--- config.mk ---
export PLATFORM = sky130hd
export DESIGN_NAME = rr_mem_scheduler
export DESIGN_NICKNAME = d
export VERILOG_FILES = /design/src/rtl/rr_mem_scheduler_pkg.sv /design/src/rtl/rr_mem_scheduler_rr_pick.sv /design/src/rtl/rr_mem_scheduler.sv
export SDC_FILE = /design/constraint.sdc
export NUM_CORES = 1
export LEC_CHECK = 0
export ABC_CLOCK_PERIOD_IN_PS = 1810
export BUFFER_PORTS_ARGS = -buffer_cell sky130_fd_sc_hd__buf_2
export CORE_AREA = 2 2 65 67
export DETAILED_ROUTE_END_ITERATION = 16
export DIE_AREA = 0 0 67 69
export PLACE_DENSITY_LB_ADDON = 0.12
export SLEW_MARGIN = 0
export SYNTH_ARGS = -nofsm -noshare
export SYNTH_HDL_FRONTEND = slang
export SYNTH_SLANG_ARGS = --single-unit
--- constraint.sdc ---
create_clock -name clk -period 1.81 [get_ports clk]
set_input_delay 0.4525 -clock clk [delete_from_list [all_inputs] [get_ports clk]]
set_output_delay 0.4525 -clock clk [all_outputs]
set_load 0.03 [all_outputs]
--- src/rtl/rr_mem_scheduler_pkg.sv ---
// Shared definitions for the round-robin memory scheduler: default sizing,
// bus widths, FSM state encoding and the memory opcode.
package rr_mem_scheduler_pkg;

  localparam int DEF_N_CPU      = 3;
  localparam int DEF_MAX_TENURE = 16;
  localparam int ADDR_W         = 12;
  localparam int DATA_W         = 8;
  localparam int IDX_W          = 2;

  typedef enum logic [1:0] {
    IDLE = 2'd0,
    BUSY = 2'd1,
    TURN = 2'd2
  } sched_state_t;

  typedef enum logic {
    OP_READ  = 1'b0,
    OP_WRITE = 1'b1
  } opcode_t;

endpackage

--- src/rtl/rr_mem_scheduler_rr_pick.sv ---
// Combinational round-robin search: first requester after the last owner,
// wrapping around, wins.
module rr_pick
  import rr_mem_scheduler_pkg::*;
#(
  parameter int N_CPU = DEF_N_CPU
)
(
  input  logic [N_CPU-1:0] i_req,
  input  logic [IDX_W-1:0] i_last_owner,
  output logic [IDX_W-1:0] o_winner,
  output logic             o_any_req
);

  int w_idx;

  always_comb begin
    o_winner  = '0;
    o_any_req = 1'b0;
    w_idx     = 0;
    for (int i = 1; i <= N_CPU; i++) begin
      w_idx = (int'(i_last_owner) + i) % N_CPU;
      if (!o_any_req && i_req[w_idx]) begin
        o_any_req = 1'b1;
        o_winner  = IDX_W'(w_idx);
      end
    end
  end

endmodule

--- src/rtl/rr_mem_scheduler.sv ---
// Round-robin arbiter in front of a shared memory: grants one CPU at a time,
// bounds each tenure, and muxes the owner's command onto the memory port.
module rr_mem_scheduler
  import rr_mem_scheduler_pkg::*;
#(
  parameter int N_CPU      = DEF_N_CPU,
  parameter int MAX_TENURE = DEF_MAX_TENURE
)
(
  input  logic                          clk,
  input  logic                          rst,
  input  logic [N_CPU-1:0]              req_arb,
  input  logic [N_CPU-1:0][ADDR_W-1:0]  address_in,
  input  logic [N_CPU-1:0][DATA_W-1:0]  data_in,
  input  logic [N_CPU-1:0]              wr_en,
  output logic [N_CPU-1:0]              gnt_arb,
  output logic [IDX_W-1:0]              owner_id,
  output logic                          busy,
  output logic                          mem_en,
  output logic                          mem_we,
  output logic [ADDR_W-1:0]             mem_addr,
  output logic [DATA_W-1:0]             mem_wdata,
  output logic                          timeout
);

  localparam int CNT_W = (MAX_TENURE > 1) ? $clog2(MAX_TENURE) : 1;

  sched_state_t     r_state, w_state_nxt;
  logic [IDX_W-1:0] r_owner, w_owner_nxt;
  logic [IDX_W-1:0] r_last_owner, w_last_nxt;
  logic [CNT_W-1:0] r_cnt, w_cnt_nxt;
  logic [N_CPU-1:0] r_gnt, w_gnt_nxt;
  logic             r_timeout, w_timeout_nxt;
  logic [IDX_W-1:0] w_winner;
  logic             w_any_req;
  opcode_t          w_op;

  rr_pick #(.N_CPU(N_CPU)) u_rr_pick (
    .i_req        (req_arb),
    .i_last_owner (r_last_owner),
    .o_winner     (w_winner),
    .o_any_req    (w_any_req)
  );

  always_ff @(posedge clk) begin
    if (!rst) begin
      r_state      <= IDLE;
      r_owner      <= '0;
      r_last_owner <= IDX_W'(N_CPU - 1);
      r_cnt        <= '0;
      r_gnt        <= '0;
      r_timeout    <= 1'b0;
    end else begin
      r_state      <= w_state_nxt;
      r_owner      <= w_owner_nxt;
      r_last_owner <= w_last_nxt;
      r_cnt        <= w_cnt_nxt;
      r_gnt        <= w_gnt_nxt;
      r_timeout    <= w_timeout_nxt;
    end
  end

  // A release in the expiry cycle wins over revocation, so no timeout then.
  always_comb begin
    w_state_nxt   = r_state;
    w_owner_nxt   = r_owner;
    w_last_nxt    = r_last_owner;
    w_cnt_nxt     = r_cnt;
    w_gnt_nxt     = r_gnt;
    w_timeout_nxt = 1'b0;
    unique case (r_state)
      IDLE: begin
        if (w_any_req) begin
          w_state_nxt = BUSY;
          w_owner_nxt = w_winner;
          w_cnt_nxt   = '0;
          w_gnt_nxt   = N_CPU'(1) << w_winner;
        end
      end
      BUSY: begin
        if (!req_arb[r_owner]) begin
          w_state_nxt = TURN;
          w_last_nxt  = r_owner;
          w_gnt_nxt   = '0;
        end else if (r_cnt == CNT_W'(MAX_TENURE - 1)) begin
          w_state_nxt   = TURN;
          w_last_nxt    = r_owner;
          w_gnt_nxt     = '0;
          w_timeout_nxt = 1'b1;
        end else begin
          w_cnt_nxt = r_cnt + 1'b1;
        end
      end
      TURN: w_state_nxt = IDLE;
      default: w_state_nxt = IDLE;
    endcase
  end

  assign w_op = opcode_t'(wr_en[r_owner]);

  always_comb begin
    mem_en    = 1'b0;
    mem_we    = 1'b0;
    mem_addr  = '0;
    mem_wdata = '0;
    if (r_state == BUSY && req_arb[r_owner]) begin
      mem_en    = 1'b1;
      mem_we    = (w_op == OP_WRITE);
      mem_addr  = address_in[r_owner];
      mem_wdata = data_in[r_owner];
    end
  end

  assign gnt_arb  = r_gnt;
  assign owner_id = r_owner;
  assign busy     = (r_state == BUSY);
  assign timeout  = r_timeout;

endmodule

==> impl_metrics.env <==
export IMPL_drcViolationCount=0
export IMPL_p_per_area_nw_per_um2=1310
export IMPL_post_synth_cell_area_avg_um2=7.27
export IMPL_ant_nets=0
export IMPL_ys_ff_latch=14
export IMPL_die_h_um=69
export IMPL_gp_congestion=0.809
export IMPL_die_area_um2=4620
export IMPL_relSlewSlack_pct=78.0
export IMPL_clock_sinks=14
export IMPL_rows=23
export IMPL_tritoncts="built"
export IMPL_fmax_ghz=0.488
export IMPL_setup_ws_ns=-0.239
export IMPL_postCtsHoldBufs=0
export IMPL_via_per_inst=4.96
export IMPL_path_class="flop to output port"
export IMPL_die_x_um=67
export IMPL_yosysTopAreaCell="dfxtp_1"
export IMPL_final_cell_mix="buf_2, buf_4, mux2i_1, nor2_1, buf_6"
export IMPL_wirelength_um=5270
export IMPL_ios=97
export IMPL_synth_edff_count=0
export IMPL_synth_yosys_warnings=0
export IMPL_holdWs_ns=0.481
export IMPL_diodes=0
export IMPL_status="complete, but fails checks"
export IMPL_synthCells=196
export IMPL_cp_required_ns=1.36
export IMPL_startpoint_type="flop"
export IMPL_grt_antenna_before_repair=0
export IMPL_wire_per_inst_um=14.3
export IMPL_clk_pin_slew_worst_paths_ns=0.06
export IMPL_worstSkewPairLatency_ns=0.24
export IMPL_min_period_ns=2.05
export IMPL_dr_total_vias=1826
export IMPL_grt_use_total_pct=22.0
export IMPL_rrSetupSlack_ns=0.03
export IMPL_cap_viol_max_count=0
export IMPL_design_area_um2=2760
export IMPL_overflow=0
export IMPL_drive_gt1_share_pct=61.0
export IMPL_seq_area_um2=288
export IMPL_synth_top_flop_cell="dfxtp_1"
export IMPL_ys_types=42
export IMPL_hold_class="flop to flop"
export IMPL_rsz0062_at_grt="true"
export IMPL_grt_max_degree=14
export IMPL_cts_buffer_depth=2
export IMPL_cellLeakagePower_nw=1.25
export IMPL_switching_share_pct=47.5
export IMPL_worst_pin_slew_ns=0.327
export IMPL_seq_power_share_pct=12.8
export IMPL_layout_nets=392
export IMPL_coreArea_um2=3910
export IMPL_crit_fanout=6
export IMPL_grt_pass1_vias=1799
export IMPL_power_total_w=0.00360
export IMPL_violations="negative setup slack"
export IMPL_synth_async_sr_flop_share_pct=0
export IMPL_syn_num_nets=268
export IMPL_arrival_ns=1.60
export IMPL_dp_slack_ns=-0.0901
export IMPL_finalCritPeriodShare_pct=113
export IMPL_place_area_um2=2300
export IMPL_place_hpwl_um=3740
export IMPL_power_switching_w=0.00171
export IMPL_port_buffers=96
export IMPL_cts_max_level=1
export IMPL_hold_viol_final=0
export IMPL_clock_skew_ns=0.00118
export IMPL_syn_to_final_growth_pct=93.4
export IMPL_power_share_clock_pct=7.2
export IMPL_multi_input_area_um2=1300
export IMPL_cts_inserted_buffers=3
export IMPL_clockRootBuffer="clkbuf_8"
export IMPL_slew_viol_final=0
export IMPL_fill_cells=317
export IMPL_endpoint_kind="output port"
export IMPL_initial_core_util_pct=36.4
export IMPL_synthesis_area_um2=1430
export IMPL_setup_viol=22
export IMPL_final_common_cell="buf_2"
export IMPL_synth_top_area_share_pct=19.7
export IMPL_pwr_share_comb_pct=80.0
export IMPL_detail_route_first_pass_iterations=4
export IMPL_peakVddDrop_mv=0.646
export IMPL_grt_pass1_wl_um=7960
export IMPL_synth_area_leaders="dfxtp_1, mux2i_1, nor2_1"
export IMPL_drt_initial_drc_count=41
export IMPL_yosysSeqAreaShare_pct=19.7
export IMPL_p_int_w=0.00189
-- state kept, by name, summed over array words and instances, names as in the netlist --
name          flops
owner_id          2
r_state           2
gnt_arb           3
r_cnt             4
timeout           1
r_last_owner      2
-- final cells by class --
class | instances | share of cell area (%)
multi-input cells | 160 | 47.3
repair buffers | 133 | 37.2
flip-flops and latches | 14 | 10.4
well taps | 50 | 2.27
clock buffers | 3 | 1.50
inverters | 8 | 1.27
-- per-stage QoR --
stage / TNS [ns] / cells / util [%]
3_5_place_dp: -0.403 / 358 / 58.7
2_1_floorplan: -0.969 / 196 / -
4_1_cts: -3.25 / 367 / 68.1
5_1_grt: -5.31 / 368 / 70.4
3_3_place_gp: -0.559 / 358 / 58.7
6_report: -3.71 / 368 / 70.4
-- path summary, 6_finish.rpt --
path,from,cells after the start,end
max,owner_id[1],7,mem_wdata[1]
min,gnt_arb[2],2,gnt_arb[2]
min reg2reg,gnt_arb[2],2,gnt_arb[2]
max reg2reg,r_last_owner[0],7,gnt_arb[2]
-- cell usage after synthesis (3+ instances only) --
master / n
clkbuf_1: 5
o211a_1: 3
nand3_1: 5
nand2_1: 11
a21oi_1: 25
nor2_1: 46
buf_6: 3
ha_1: 4
mux2i_1: 26
nor2b_1: 3
dfxtp_1: 14
o211ai_1: 3
o22ai_1: 3
inv_1: 8
-- worst max-delay path: stages, from the launching register on --
cell and delay [ns]:
dfxtp_4 0.40, buf_8 0.14, buf_16 0.13, mux2i_1 0.22, nor2_1 0.10, a21oi_2 0.18
nor2_4 0.04, buf_6 0.13
-- routing by layer --
layer | up-vias | routed length, um | global-route usage [%]
li1 | 938 | - | -
met5 | - | 0 | 0
met3 | 6 | 294 | 2.77
met4 | 0 | 54 | 6.80
met2 | 57 | 2960 | 42.0
met1 | 825 | 1970 | 24.1
-- kinds of logic after synthesis --
kind of cell | after synthesis | share of synthesized area (%)
and+or+nand+nor | 76 | 23.2
AOI/OAI and AO/OA | 52 | 25.3
muxes | 27 | 19.2
buffers and inverters | 22 | 8.52
DFF | 14 | 19.7
adders and majority gates | 4 | 3.51
xor gates and xnor gates | 1 | 0.615
-- power groups by stage --
stage / registers [W] / clock network [W] / logic, W
2_1_floorplan: 0.000499 / 0 / 0.00159
3_3_place_gp: 0.000455 / 0 / 0.00225
3_5_place_dp: 0.000455 / 0 / 0.00225
4_1_cts: 0.000459 / 0.000264 / 0.00275
5_1_grt: 0.000475 / 0.000288 / 0.00308
6_report: 0.000462 / 0.000259 / 0.00288
-- repair_timing --
item,in CTS,in global routing
gates resized for setup,69,16
gates cloned,3,1
setup buffers,3,0
pin swaps,9,9
endpoints found under the setup margin,28,30
(Power assumes the default switching activity.)
